--- config.mk ---
export PLATFORM = sky130hd
export DESIGN_NAME = conv_out_streamer_flat
export DESIGN_NICKNAME = d
export VERILOG_FILES = /design/src/rtl/conv_out_streamer_pkg.sv /design/src/rtl/conv_out_streamer_if.sv /design/src/rtl/conv_out_streamer_max4.sv /design/src/rtl/conv_out_streamer.sv /design/src/flat_wrapper.sv
export SDC_FILE = /design/constraint.sdc
export NUM_CORES = 1
export LEC_CHECK = 0
export ABC_CLOCK_PERIOD_IN_PS = 1900
export CAP_MARGIN = 0
export CORE_ASPECT_RATIO = 1.5
export CORE_MARGIN = 2
export CORE_UTILIZATION = 30
export DETAILED_ROUTE_END_ITERATION = 12
export PLACE_DENSITY = 0.6
export SLEW_MARGIN = 0
export SYNTH_ARGS = -nofsm -noshare
export SYNTH_HDL_FRONTEND = slang
export SYNTH_SLANG_ARGS = --single-unit
export TNS_END_PERCENT = 5
--- constraint.sdc ---
create_clock -name clk -period 1.9 [get_ports clk]
set_input_delay 0.38 -clock clk [delete_from_list [all_inputs] [get_ports clk]]
set_output_delay 0.38 -clock clk [all_outputs]
set_load 0.005 [all_outputs]
--- src/rtl/conv_out_streamer_pkg.sv ---
// rtl/conv_out_streamer_pkg.sv - shared widths, state enum and beat indices for conv_out_streamer
// CONV_OUT_MAXPOOL_EN selects a fifth max-pool beat and moves LAST_IDX to IDX_POOL.
package conv_pkg;

    localparam int DATA_W = 8;
    localparam int IDX_W  = 3;

    typedef enum logic {
        ST_IDLE   = 1'b0,
        ST_STREAM = 1'b1
    } state_t;

    localparam logic [IDX_W-1:0] IDX_O00  = 3'd0;
    localparam logic [IDX_W-1:0] IDX_O01  = 3'd1;
    localparam logic [IDX_W-1:0] IDX_O10  = 3'd2;
    localparam logic [IDX_W-1:0] IDX_O11  = 3'd3;
    localparam logic [IDX_W-1:0] IDX_POOL = 3'd4;

`ifdef CONV_OUT_MAXPOOL_EN
    localparam logic [IDX_W-1:0] LAST_IDX = IDX_POOL;
`else
    localparam logic [IDX_W-1:0] LAST_IDX = IDX_O11;
`endif

endpackage

--- src/rtl/conv_out_streamer_if.sv ---
// rtl/conv_out_streamer_if.sv - tile capture and output stream bundle for conv_out_streamer
// master: the streamer itself; slave: the core/writeback side driving tiles and ready.
interface conv_out_streamer_if #(
    parameter int DATA_W = conv_pkg::DATA_W,
    parameter int IDX_W  = conv_pkg::IDX_W
);
    logic              in_valid;
    logic              in_ready;
    logic [DATA_W-1:0] o00;
    logic [DATA_W-1:0] o01;
    logic [DATA_W-1:0] o10;
    logic [DATA_W-1:0] o11;
    logic [DATA_W-1:0] m_data;
    logic              m_valid;
    logic              m_ready;
    logic              m_last;
    logic [IDX_W-1:0]  m_idx;

    modport master (
        input  in_valid, o00, o01, o10, o11, m_ready,
        output in_ready, m_data, m_valid, m_last, m_idx
    );

    modport slave (
        output in_valid, o00, o01, o10, o11, m_ready,
        input  in_ready, m_data, m_valid, m_last, m_idx
    );
endinterface

--- src/rtl/conv_out_streamer_max4.sv ---
// rtl/conv_out_streamer_max4.sv - combinational unsigned 4-input maximum, two-level compare tree
module max4_u #(
    parameter int W = conv_pkg::DATA_W
) (
    input  logic [W-1:0] a,
    input  logic [W-1:0] b,
    input  logic [W-1:0] c,
    input  logic [W-1:0] d,
    output logic [W-1:0] y
);
    logic [W-1:0] m_ab;
    logic [W-1:0] m_cd;

    always_comb begin
        m_ab = (a >= b) ? a : b;
        m_cd = (c >= d) ? c : d;
        y    = (m_ab >= m_cd) ? m_ab : m_cd;
    end
endmodule

--- src/rtl/conv_out_streamer.sv ---
// rtl/conv_out_streamer.sv - captures a 2x2 conv tile and streams it in raster order
// CONV_OUT_MAXPOOL_EN appends the registered max of the tile as beat 4.
module conv_out_streamer #(
    parameter int DATA_W = conv_pkg::DATA_W,
    parameter int IDX_W  = conv_pkg::IDX_W
) (
    input  logic                 clk,
    input  logic                 rst,
    conv_out_streamer_if.master  bus,
    output logic                 overrun
);
    import conv_pkg::*;

    state_t                       state_q, state_d;
    logic [IDX_W-1:0]             idx_q, idx_d;
    logic [3:0][DATA_W-1:0]       cap_q, cap_d;
    logic                         overrun_q, overrun_d;
`ifdef CONV_OUT_MAXPOOL_EN
    logic [DATA_W-1:0]            pool_q, pool_d;
    logic [DATA_W-1:0]            pool_max;

    max4_u #(.W(DATA_W)) u_max4 (
        .a (bus.o00),
        .b (bus.o01),
        .c (bus.o10),
        .d (bus.o11),
        .y (pool_max)
    );
`endif

    always_ff @(posedge clk or negedge rst) begin
        if (!rst) begin
            state_q   <= ST_IDLE;
            idx_q     <= IDX_O00;
            cap_q     <= '0;
            overrun_q <= 1'b0;
`ifdef CONV_OUT_MAXPOOL_EN
            pool_q    <= '0;
`endif
        end else begin
            state_q   <= state_d;
            idx_q     <= idx_d;
            cap_q     <= cap_d;
            overrun_q <= overrun_d;
`ifdef CONV_OUT_MAXPOOL_EN
            pool_q    <= pool_d;
`endif
        end
    end

    always_comb begin
        state_d   = state_q;
        idx_d     = idx_q;
        cap_d     = cap_q;
        overrun_d = overrun_q;
`ifdef CONV_OUT_MAXPOOL_EN
        pool_d    = pool_q;
`endif
        case (state_q)
            ST_IDLE: begin
                if (bus.in_valid) begin
                    state_d = ST_STREAM;
                    idx_d   = IDX_O00;
                    cap_d   = {bus.o11, bus.o10, bus.o01, bus.o00};
`ifdef CONV_OUT_MAXPOOL_EN
                    pool_d  = pool_max;
`endif
                end
            end
            ST_STREAM: begin
                // a tile offered while busy is dropped, including on the last-beat edge
                if (bus.in_valid) begin
                    overrun_d = 1'b1;
                end
                if (bus.m_ready) begin
                    if (idx_q == LAST_IDX) begin
                        state_d = ST_IDLE;
                        idx_d   = IDX_O00;
                    end else begin
                        idx_d   = idx_q + 1'b1;
                    end
                end
            end
            default: begin
                state_d = ST_IDLE;
                idx_d   = IDX_O00;
            end
        endcase
    end

    always_comb begin
        bus.in_ready = (state_q == ST_IDLE);
        bus.m_valid  = (state_q == ST_STREAM);
        bus.m_idx    = idx_q;
        bus.m_last   = (state_q == ST_STREAM) && (idx_q == LAST_IDX);
        bus.m_data   = '0;
        overrun      = overrun_q;
        if (state_q == ST_STREAM) begin
            case (idx_q)
                IDX_O00:  bus.m_data = cap_q[0];
                IDX_O01:  bus.m_data = cap_q[1];
                IDX_O10:  bus.m_data = cap_q[2];
                IDX_O11:  bus.m_data = cap_q[3];
`ifdef CONV_OUT_MAXPOOL_EN
                IDX_POOL: bus.m_data = pool_q;
`endif
                default:  bus.m_data = '0;
            endcase
        end
    end
endmodule

--- src/flat_wrapper.sv ---
// flat-port wrapper written by rule: the top's interface ports become plain ports
module conv_out_streamer_flat import conv_pkg::*;
#(
    parameter int DATA_W = conv_pkg::DATA_W,
    parameter int IDX_W  = conv_pkg::IDX_W
)
  (clk, rst, overrun, bus_in_valid, bus_o00, bus_o01, bus_o10, bus_o11, bus_m_ready, bus_in_ready, bus_m_data, bus_m_valid, bus_m_last, bus_m_idx);
  conv_out_streamer_if #(.DATA_W(DATA_W), .IDX_W(IDX_W)) bus_i ();
  input  logic clk;
  input  logic rst;
  output logic overrun;
  input wire logic [$bits(bus_i.in_valid)-1:0] bus_in_valid;
  input wire logic [$bits(bus_i.o00)-1:0] bus_o00;
  input wire logic [$bits(bus_i.o01)-1:0] bus_o01;
  input wire logic [$bits(bus_i.o10)-1:0] bus_o10;
  input wire logic [$bits(bus_i.o11)-1:0] bus_o11;
  input wire logic [$bits(bus_i.m_ready)-1:0] bus_m_ready;
  output wire logic [$bits(bus_i.in_ready)-1:0] bus_in_ready;
  output wire logic [$bits(bus_i.m_data)-1:0] bus_m_data;
  output wire logic [$bits(bus_i.m_valid)-1:0] bus_m_valid;
  output wire logic [$bits(bus_i.m_last)-1:0] bus_m_last;
  output wire logic [$bits(bus_i.m_idx)-1:0] bus_m_idx;
  assign bus_i.in_valid = bus_in_valid;
  assign bus_i.o00 = bus_o00;
  assign bus_i.o01 = bus_o01;
  assign bus_i.o10 = bus_o10;
  assign bus_i.o11 = bus_o11;
  assign bus_i.m_ready = bus_m_ready;
  assign bus_in_ready = bus_i.in_ready;
  assign bus_m_data = bus_i.m_data;
  assign bus_m_valid = bus_i.m_valid;
  assign bus_m_last = bus_i.m_last;
  assign bus_m_idx = bus_i.m_idx;
  conv_out_streamer #(.DATA_W(DATA_W), .IDX_W(IDX_W)) u_core (.clk(clk), .rst(rst), .bus(bus_i), .overrun(overrun));
endmodule
; ---- Yosys cells after proc, flatten, opt, wreduce, memory -nomap -nowiden
; Cells that the tools add are included.
; Widths: inputs -> output; s select.
[classes]
mul = 0
n_reduce_logical = 5
n_shift = 0
div = 0
n_eq_ne = 5
magnitude_cmp = 0
add_sub_neg = 1
bitwise_logic = 1
n_mux = 10
[op_table]
columns = op, count
row1 = $pmux 8 s4, 1
row2 = $mux 3, 3
row3 = $mux 8, 1
row4 = $eq 3x2->1 const B, 2
row5 = $pmux 3 s2, 1
row6 = $reduce_and 2->1, 3
row7 = $ne 2x2->1 const B, 2
row8 = $add 3x1->3 const B, 1
row9 = $eq 3x1->1 const B, 1
row10 = $logic_not 3->1, 1
row11 = $mux 1, 3
row12 = $pmux 1 s2, 1
row13 = $logic_and 1x1->1, 1
row14 = $not 1->1, 1
[totals]
rom_bits = 0
mem_count = 0
latch_bits = 0
register_bits = 37
inputBits = 36
mem_bits_rw = 0

; ---- Depth between registers and ports, before layout
; Gate-level depths: netlist of run 1.
[depth]
ltp_word = 4
mapped_depth = 6

; ---- Least setup slack after synthesis of run 1
; OpenSTA, ideal clock, no wires.
[synth_path]
path_kind = register to output
from = register u_core.idx_q[0] (netlist: u_core.bus.m_idx[0])
to = output bus_m_data[0]
stages_incl_launch_ff = 7
arrival_ns = 1.531
n_path_buf = 1
setup_slack_ns = -0.011
t_required_ns = 1.520
path_cell_list = dfrtp_1 inv_1 ha_1 buf_6 or4_4 nand3_4 a21oi_1
[synth_between]
elab_chain_len = 3
[synth_lines]
columns = element, line_no
row1 = from (decl), conv_out_streamer.sv:15  ; logic [IDX_W-1:0] idx_q, idx_d;
row2 = from (signal assigned), conv_out_streamer.sv:42  ; idx_q <= idx_d;
row3 = $eq 3x2->1 (tied with other cells), conv_out_streamer.sv:99  ; case (idx_q)
row4 = $pmux 8 s4 *, conv_out_streamer.sv:99
row5 = $mux 8 *, conv_out_streamer.sv:98  ; if (state_q == ST_STREAM) begin
row6 = to (decl), flat_wrapper.sv:19  ; output wire logic [$bits(bus_i.m_data)-1:0] bus_m_data;
; Mark *: on every way between the ends. The rest lies on a longest branch, timed or not.

; ---- Worst setup path after layout of run 1
[layout_path]
from = register u_core.idx_q[0] (netlist: u_core.bus.m_idx[0])
to = output bus_m_data[2]
; The elaborated chain is that of the path after synthesis.

==> summary.txt, run 1 <==
Global route
  • Initial antenna violation count: 0
  • Gr usage total: a little over an eighth
  • Global route total overflow: 0
  • First-pass GRT wire length: 6.354 mm
  • Vias in the first global route: 1333
  • Largest net degree at the start of global routing: 34

Layout
  • Footprint of the multi-input gates: 728.2 sq um
  • Fillers: 522
  • Commonest non-fill, non-tap cells in the layout: 41 x clkdlybuf4s50_1, 35 x dfrtp_1, 32 x mux2_2
  • Layout cell share with drive strength beyond 1: roughly two fifths
  • Post-route cell area: 2495 sq um
  • Final nets: 229
  • Layout area overhead: 48.36%
  • Most common cell after layout, fill and taps aside: clkdlybuf4s50_1
  • Non-filler cells, final: 260
  • # diodes: 0
  • Register Area: between 900 and 1000 sq um

Floorplan
  • FP Rows: 33
  • DIE WIDTH: 65.13 um
  • Initial Util: 30.85%
  • Core area: ~5500 sq um
  • Die Y: 95.70 um
  • I/O pin total: 51
  • DIE AREA: 6233 sq um

Route
  • Initial DRC count: 25
  • Drt pass-1 iters: 4
  • Vias/cell: 4.692
  • Post-route ant nets: 0
  • Vias: about 1200
  • DRC Markers: 0
  • DRT Wirelength: approximately 3.9 mm
  • Wire per inst: 14.95 um

Worst setup path
  • Slowest cell on crit path: or4_4
  • Crit end category: primary output
  • R2r worst-path depth: 4
  • Worst Setup Start Kind: flop
  • Max FO, Critical Path: 5
  • Reg-to-Reg Start: u_core.bus.m_valid
  • Crit Path Category: flop to primary output
  • WP buf/inv: 2
  • CP startpoint: u_core.bus.m_idx[0]
  • CP required: 1520 ps
  • Cell family with the largest share of critical-path delay: simple AND/OR/NAND/NOR gates
  • Crit. path cell count: 6
  • Worst-path cell chain: ha_4 > or4_4 > nand3_4 > buf_6 > a21oi_1 > buf_2
  • CP arrival: 1880 ps
  • Critical Path Max Stage Delay: 540 ps

Pwr
  • Max IR drop VDD: 0.4972 mV
  • Leakage power: between 1 and 1.5 nW
  • Power per Cell Area: 1580 nW/um^2
  • Total power: 3.941 mW

STA
  • Final WS setup: -362.7 ps
  • Final Max Slew Viols: 0
  • Final Hold Violating Endpoints: 0
  • Worst hold margin: 47.98 ps
  • RSZ-0062 raised after global routing: true
  • Clock skew: 6.345 ps
  • Slew of the pin with the lowest slew margin: 485.5 ps
  • Setup-failing EPs final: 9
  • Fin crit period: about 2300 ps
  • Slew Limit Headroom: between 60% and 70%
  • F_max: ~440 MHz
  • Final period utilization: 119.1%

Placed design
  • Gpl congestion: around 0.74
  • Placed insts: 247
  • DP HPWL: 3.030 mm
  • Dpl cell area: approximately 2300 sq um
  • Port Buf Inserts: 50
  • Placement Setup Slack: -357.4 ps

Status
  • Violated checks: negative setup slack
  • Status: finished with violations

Clock tree
  • Max Root-Sink Buffers: 2
  • Clock root cell: clkbuf_8
  • Hold buffers post-CTS: 0
  • CTS tree: done
  • CTS Sinks: 37
  • Total CTS buffers: 5
  • Skew-Pair Late Insertion Delay: 290 ps
  • # H-tree levels: 2
  • Clock transition time at the flip-flop clock pins of the worst setup and hold paths: 70 ps

Logic synthesis
  • Synth Cell Area: 1682 sq um
  • Post-Synthesis Cells: 126
  • Ys Warns: 0
  • #FFs+latches synth: 37
  • Netlist cell types: 23
  • Post-synthesis sequential area ratio: 55.06%
  • Syn nets: 166
  • Post-Syn Area per Cell: approximately 13 sq um

Flow run
  • Max Cap Viol: 0

Min path
  • Min-delay worst type: input pin to asynchronous set/reset pin
-- synthesized netlist by cell type --
cell | count | area share, %
o21ai_0 | 2 | 0.60
dfrtp_1 | 37 | 55
and2_1 | 1 | 0.37
nor2b_1 | 3 | 1.1
a21oi_1 | 7 | 2.1
nand2_1 | 2 | 0.45
nand3_4 | 1 | 1.0
nor2_1 | 1 | 0.22
buf_2 | 3 | 0.89
a31oi_1 | 1 | 0.37
a21oi_2 | 1 | 0.52
or4_4 | 1 | 0.67
mux2_2 | 32 | 21
nand3_1 | 1 | 0.30
ha_1 | 4 | 3.0
a311oi_1 | 1 | 0.52
a21o_1 | 1 | 0.45
o31ai_1 | 1 | 0.45
buf_4 | 3 | 1.3
clkbuf_1 | 2 | 0.45
a22oi_1 | 16 | 7.1
buf_6 | 1 | 0.67
inv_1 | 4 | 0.89
-- metrics by stage --
| stage | setup TNS (ps) | utilization [%] |
|---|---|---|
| 2_1_floorplan | 0 | - |
| 3_3_place_gp | -2400 | 42.40 |
| 3_5_place_dp | -2791 | 42.40 |
| 4_1_cts | -3154 | 45.43 |
| 5_1_grt | -3559 | 45.78 |
| 6_report | -3002 | 45.78 |
-- path summary, 6_finish.rpt --
path	to	slack [ps]
worst max register to register	u_core.cap_q[19]	440
worst min register to register	u_core.overrun	480
worst min-delay path	u_core.cap_q[2]	50
min in group clk	u_core.overrun	480
worst max-delay path	bus_m_data[2]	-360
max in group asynchronous	u_core.bus.m_idx[0]	1380
-- repair_timing --
item | in CTS | in global routing
gates resized for setup | 46 | 4
pin swaps | 1 | 1
setup buffers | 5 | 0
endpoints found under the setup margin | 9 | 9
cloned | 0 | 0
-- power by group --
part	switching [mW]	internal [mW]	total [mW]	leakage [nW]
registers	0.237	1.17	1.40	0.440
clock network	0.267	0.426	0.693	0.0574
logic	0.749	1.10	1.85	0.543
-- kinds of logic after synthesis --
family,Yosys count,share of synthesized area [%]
buffers and inverters,13,4.241
DFF,37,55.06
adders and majority gates,4,2.976
and+or+nand+nor,10,4.167
muxes,32,21.43
AOI/OAI and AO/OA,30,12.13
-- flip-flops by register name (all words and copies together), names as in the netlist --
name,count
u_core.overrun,1
u_core.bus.m_idx,3
u_core.bus.m_valid,1
u_core.cap_q,32
-- routing by layer --
layer	vias to the layer above	global-route usage, %	part of all wire [%]
met1	603	14.52	36
li1	584	-	-
met2	28	26.20	58
met3	5	2.573	3.2
met4	0	5.208	2.0
met5	-	0	0
-- layout make-up --
| type | count | area share (%) |
|---|---|---|
| sequential | 37 | 37.21 |
| multi-input combinational | 76 | 29.19 |
| timing repair buffer | 65 | 24.67 |
| tap | 70 | 3.511 |
| clock buffer | 6 | 3.310 |
| clock inverter | 2 | 1.505 |
| inverter | 4 | 0.6018 |
Note: power is estimated with default switching activity, not from simulation.
==> inputs of run 2 (changes only) <==
--- a/config.mk
+++ b/config.mk
@@ -8,7 +8,6 @@
 export ABC_CLOCK_PERIOD_IN_PS = 1900
 export CAP_MARGIN = 0
 export CORE_ASPECT_RATIO = 1.5
-export CORE_MARGIN = 2
 export CORE_UTILIZATION = 30
 export DETAILED_ROUTE_END_ITERATION = 12
 export PLACE_DENSITY = 0.6
==> run 2 against run 1 <==
Critical path depth grew 2; clock-buffer cell count grew 1; routed wire length grew 1.0%; maximum frequency shrank 1.6%; worst hold slack gained 410 ps; largest power group unchanged; worst setup slack lost 37 ps; via count grew 0.98%; critical endpoint is now bus_m_data[5]; sequential share of layout area shrank 0.36 points; flip-flop and latch count is the same; register-to-register slack lost 20 ps; core utilization grew 0.39 points; combinational power grew 8%; the run still ends with negative setup slack left; largest cell class unchanged.
==> summary.txt, run 2 (same netlist as run 1, synthesis figures left out) <==
Layout
  • Largest register FFs: 32
  • Final nets: 231
  • Layout area overhead: 49.63%
  • Fillers: 521
  • Layout cell share with drive strength beyond 1: around 43%
  • Commonest non-fill, non-tap cells in the layout: 41 x clkdlybuf4s50_1, 36 x dfrtp_1, 32 x mux2_2
  • Most common cell after layout, fill and taps aside: clkdlybuf4s50_1
  • Non-filler cells, final: between 200 and 300
  • Largest reg by FF count: u_core.cap_q
  • Final core utilization: 46.17%
  • Post-route cell area: ~2500 sq um
  • # diodes: 0

Worst setup path
  • Reg-to-reg endpoint: u_core.cap_q[3]
  • Critical Path Max Stage Delay: about 520 ps
  • Worst-path cell chain: buf_6 > inv_4 > ha_4 > or4_4 > nand3_4 > buf_6 > a21oi_2 > buf_2
  • Reg-to-Reg Start: u_core.bus.m_valid
  • Crit end category: primary output
  • R2r worst-path depth: 4
  • CP required: 1520 ps
  • Max FO, Critical Path: 5
  • Slowest cell on crit path: or4_4
  • CP arrival: about 1900 ps
  • R2R setup slack: around 420 ps
  • Most used cell, CP: buf_6
  • Worst Setup Start Kind: flop
  • Crit Path Category: flop to primary output

STA
  • Final Hold Violating Endpoints: 0
  • Fin crit period: 2299 ps
  • Worst hold margin: about 460 ps
  • Final WS setup: -399.4 ps
  • RSZ-0062 raised after global routing: true
  • Slew Limit Headroom: 69.20%
  • Slew of the pin with the lowest slew margin: 462.0 ps
  • F_max: ~430 MHz
  • Final Max Slew Viols: 0
  • Setup-failing EPs final: 9
  • Setup TNS: -3338 ps
  • Clock skew: roughly 4.2 ps
  • Final period utilization: 121.0%

Global route
  • Global route total overflow: 0
  • Largest net degree at the start of global routing: 38
  • First-pass GRT wire length: 6.396 mm
  • Initial antenna violation count: 0
  • Gr usage total: 14.29%
  • Vias in the first global route: roughly 1300

Route
  • Metal-1 WL: between 1.5 and 2 mm
  • Initial DRC count: 17
  • Vias/cell: 4.702
  • DR top layer: met4
  • Post-route ant nets: 0
  • DRT Wirelength: 3.926 mm
  • DRC Markers: 0
  • WL met3: 143 um
  • Vias: 1232
  • Wire per inst: between 10 and 15 um
  • Met2 Routed Length: 2.130 mm
  • Drt pass-1 iters: 3

Pwr
  • Total power: 3.956 mW
  • Sequential share of power: 34.9%
  • P_sw: between 1 and 1.5 mW
  • Logic gate share of total power: 50.2%
  • Clock power share: around 15%
  • Power per Cell Area: 1572 nW/um^2
  • Max IR drop VDD: approximately 0.5 mV
  • Pint: 2.642 mW
  • Net Sw Frac: 33.20%
  • Leakage power: between 1 and 1.5 nW

Clock tree
  • Max Root-Sink Buffers: 2
  • Clock transition time at the flip-flop clock pins of the worst setup and hold paths: ~70 ps
  • CTS tree: done
  • Clock root cell: clkbuf_8
  • Hold buffers post-CTS: 0
  • # H-tree levels: 2
  • Skew-Pair Late Insertion Delay: 280 ps
  • Total CTS buffers: 5
  • CTS Sinks: 37

Placed design
  • DP HPWL: between 2 and 3 mm
  • Port Buf Inserts: 50
  • Dpl cell area: 2303 sq um
  • Placement Setup Slack: -356.4 ps
  • Gpl congestion: 0.8172
  • Placed insts: roughly 250

Floorplan
  • DIE WIDTH: 63.13 um
  • I/O pin total: 51
  • Initial Util: 30.85%
  • DIE AREA: slightly below 6000 sq um
  • Die Y: roughly 94 um
  • Core area: 5450 sq um
  • FP Rows: 33

Status
  • Status: finished with violations
  • Violated checks: negative setup slack

Min path
  • Hold path depth: 1
  • Startpoint of the worst hold path: u_core.overrun
  • Worst Hold End: u_core.overrun
  • Min-delay worst type: flop to flop

Flow run
  • Max Cap Viol: 0
-- run 2: repair_timing --
action / 4_1_cts / 5_1_grt
setup buffers: 6 / 1
pin swaps: 2 / 1
endpoints found under the setup margin: 9 / 9
gates resized for setup: 51 / 5
-- run 2: area by class of cell --
class	count	area, sq um	area share, %
flip-flops and latches	37	927.1	36.85
multi-input cells	76	753.2	29.94
repair buffers	67	629.4	25.01
clock buffers	7	96.34	3.829
well taps	70	87.58	3.481
inverters	4	17.52	0.6962
clock inverters	1	5.005	0.1989
-- run 2: worst max path at each step --
stage | start | endpoint | slack [ps] | cells after the start
2_1_floorplan | u_core.bus.m_idx[0] | bus_m_data[0] | 10 | 6
3_3_place_gp | u_core.bus.m_idx[0] | bus_m_data[5] | -300 | 6
3_5_place_dp | u_core.bus.m_idx[0] | bus_m_data[2] | -360 | 6
4_1_cts | u_core.bus.m_idx[0] | bus_m_data[2] | -390 | 7
5_1_grt | u_core.bus.m_idx[0] | bus_m_data[3] | -460 | 8
6_report | u_core.bus.m_idx[0] | bus_m_data[5] | -400 | 8
-- run 2: critical path: cells and delay by family (launching register included) --
family | cells | cell delay, ps
AND/OR/NAND/NOR | 2 | 650
buffers and inverters | 4 | 420
flip-flops | 1 | 380
adder cells (fa/ha/maj) | 1 | 150
AO/OA/AOI/OAI | 1 | 30
-- run 2: power groups by stage --
stage               sequential (mW)  clock [mW]  combinational (mW)
finish                         1.38       0.589                1.99
floorplan                      1.33           0               0.973
global route                   1.43       0.633                2.15
global placement               1.36           0                1.70
CTS                            1.38       0.609                1.97
detailed placement             1.39           0                1.74
-- run 2: per-layer routing --
| layer | vias to the layer above | GRT usage (%) |
|---|---|---|
| li1 | 592 | - |
| met1 | 603 | 16.84 |
| met2 | 28 | 24.19 |
| met3 | 9 | 2.184 |
| met4 | 0 | 8.721 |
| met5 | - | 0 |
==> inputs of run 3 (changes only) <==
--- a/config.mk
+++ b/config.mk
@@ -5,12 +5,12 @@
 export SDC_FILE = /design/constraint.sdc
 export NUM_CORES = 1
 export LEC_CHECK = 0
-export ABC_CLOCK_PERIOD_IN_PS = 1900
+export ABC_CLOCK_PERIOD_IN_PS = 2640
 export CAP_MARGIN = 0
 export CORE_ASPECT_RATIO = 1.5
 export CORE_UTILIZATION = 30
 export DETAILED_ROUTE_END_ITERATION = 12
-export PLACE_DENSITY = 0.6
+export PLACE_DENSITY = 0.58
 export SLEW_MARGIN = 0
 export SYNTH_ARGS = -nofsm -noshare
 export SYNTH_HDL_FRONTEND = slang
==> constraint.sdc (replaced) <==
create_clock -name clk -period 2.64 [get_ports clk]
set_input_delay 0.528 -clock clk [delete_from_list [all_inputs] [get_ports clk]]
set_output_delay 0.528 -clock clk [all_outputs]
set_load 0.005 [all_outputs]
==> run 3 against run 2 <==
The flow now finishes without violations; clock-buffer cell count decreased by 1; largest power group unchanged; total power decreased by 33%; final cell count shrank 3.4%; clock power decreased by 14%; highest routed layer unchanged; sequential share of layout area up 2.0 points.
==> summary.txt, run 3 (same netlist as run 1, synthesis figures left out) <==
STA
  • Worst hold margin: 329.9 ps
  • Setup TNS: 0 ps
  • Final Hold Violating Endpoints: 0
  • Setup-failing EPs final: 0
  • Final Max Slew Viols: 0
  • Final WS setup: 94.64 ps
  • Fin crit period: between 2000 and 3000 ps
  • Clock skew: 10.39 ps
  • F_max: around 390 MHz
  • RSZ-0062 raised after global routing: false
  • Final period utilization: 96.41%
  • Slew Limit Headroom: 44.74%
  • Slew of the pin with the lowest slew margin: 829.0 ps

Layout
  • Fillers: 558
  • Commonest non-fill, non-tap cells in the layout: 41 x clkdlybuf4s50_1, 37 x dfrtp_1, 32 x mux2_2
  • Register Area: a little over 900 sq um
  • # diodes: 0
  • Layout cell share with drive strength beyond 1: 29.51%
  • Largest register FFs: 32
  • Final nets: approximately 220
  • Post-route cell area: 2384 sq um
  • Footprint of the multi-input gates: between 600 and 700 sq um
  • Largest reg by FF count: u_core.cap_q
  • Most common cell after layout, fill and taps aside: clkdlybuf4s50_1
  • Layout area overhead: 41.74%
  • Final core utilization: 43.73%

Clock tree
  • Hold buffers post-CTS: 0
  • CTS tree: done
  • Max Root-Sink Buffers: 2
  • Total CTS buffers: 5
  • Clock transition time at the flip-flop clock pins of the worst setup and hold paths: 80 ps
  • Skew-Pair Late Insertion Delay: a little under 300 ps
  • CTS Sinks: 37
  • Clock root cell: clkbuf_8
  • # H-tree levels: 2

Pwr
  • Max IR drop VDD: 0.4193 mV
  • P_sw: 853.0 uW
  • Leakage power: between 1 and 1.5 nW
  • Clock power share: 19.2%
  • Power per Cell Area: about 1100 nW/um^2
  • Pint: 1.799 mW
  • Sequential share of power: 37.6%
  • Net Sw Frac: 32.17%
  • Logic gate share of total power: 43.2%

Worst setup path
  • Critical Path Max Stage Delay: a little over 500 ps
  • CP arrival: 2020 ps
  • Reg-to-reg endpoint: u_core.cap_q[2]
  • Cell family with the largest share of critical-path delay: buffers and inverters
  • Worst Setup Start Kind: flop
  • Worst-path cell chain: ha_1 > buf_4 > nor2b_1 > and2_1 > clkdlybuf4s50_1
  • Reg-to-Reg Start: u_core.bus.m_valid
  • CP startpoint: u_core.bus.m_idx[0]
  • Max FO, Critical Path: 10
  • Crit end category: primary output
  • End of the critical path: bus_m_last
  • R2r worst-path depth: 3
  • Slowest cell on crit path: clkdlybuf4s50_1
  • Crit. path cell count: 5
  • Crit Path Category: flop to primary output
  • WP buf/inv: 2
  • CP required: 2110 ps
  • R2R setup slack: about 1000 ps

Floorplan
  • I/O pin total: between 50 and 60
  • Initial Util: 30.85%
  • Die Y: between 90 and 100 um
  • DIE AREA: approximately 5900 sq um
  • Core area: ~5500 sq um
  • DIE WIDTH: 63.13 um
  • FP Rows: 33

Global route
  • Global route total overflow: 0
  • First-pass GRT wire length: ~6.5 mm
  • Vias in the first global route: between 1000 and 1500
  • Gr usage total: between 10% and 20%
  • Largest net degree at the start of global routing: 38
  • Initial antenna violation count: 0

Flow run
  • Max Cap Viol: 0

Placed design
  • Placement Setup Slack: about 140 ps
  • Gpl congestion: between 0.7 and 0.8
  • Port Buf Inserts: 50
  • Dpl cell area: 2248 sq um
  • DP HPWL: 2.909 mm

Status
  • Status: finished clean

Route
  • DRC Markers: 0
  • Post-route ant nets: 0
  • Wire per inst: ~16 um
  • Initial DRC count: 53
  • Vias/cell: 4.854
  • Vias: 1228
  • DRT Wirelength: 4.072 mm
  • Drt pass-1 iters: 4

Min path
  • Min-delay worst type: input pin to asynchronous set/reset pin
run 3: cell count changes in the layout (fill, tap and decap cells not counted), sizes merged:
cell          before  now
buf               24    9
dlymetal6s2s       1    0
clkinv             1    0
clkbuf             8    6
clkinvlp           0    1
bufinv             0    1
dlygate4sd2        0    8
run 3: worst register-to-register path: stages, from the launching register on:
cell	delay, ps
dfrtp_1	530
nor2b_2	160
buf_4	380
mux2_2	410
run 3: layout make-up:
cell class / instances / share of cell area (%)
inverter: 4 / 0.6299
clock buffer: 6 / 3.465
sequential: 37 / 38.85
timing repair buffer: 58 / 22.89
tap: 70 / 3.675
clock inverter: 2 / 1.575
multi-input combinational: 76 / 28.92
run 3: routing by layer:
layer	vias up	routed length, um	share of wire (%)	GRT usage, %
met2	38	2229	55	25.63
met1	614	1606	39	17.48
met3	6	162	4.0	2.791
met5	-	0	0	0
met4	0	74	1.8	5.814
li1	570	-	-	-
run 3: how the worst min path moves through the flow:
stage,startpoint,to,slack [ps],cells past startpoint
2_1_floorplan,rst,u_core.bus.m_idx[0],230,0
4_1_cts,rst,u_core.cap_q[21],370,1
6_report,rst,u_core.overrun,330,1
3_5_place_dp,u_core.overrun,u_core.overrun,460,1
5_1_grt,rst,u_core.bus.m_valid,400,1
3_3_place_gp,u_core.overrun,u_core.overrun,440,1
run 3: stage by stage:
step	power [mW]	std cells
3_5_place_dp	2.218	242
4_1_cts	2.681	253
5_1_grt	2.834	253
3_3_place_gp	2.167	242
6_report	2.652	253
2_1_floorplan	1.660	126
run 3: power groups by stage:
stage	registers [mW]	logic [mW]	clock network, mW
floorplan	0.954	0.707	0
global placement	0.995	1.17	0
detailed placement	1.02	1.20	0
CTS	1.00	1.16	0.521
global route	1.03	1.26	0.540
finish	0.997	1.15	0.509
run 3: repair_timing:
action                     CTS  global route
setup endpoints to repair    8             7
gates resized for setup      8             1
setup buffers                3             0
pin swaps                    1             0
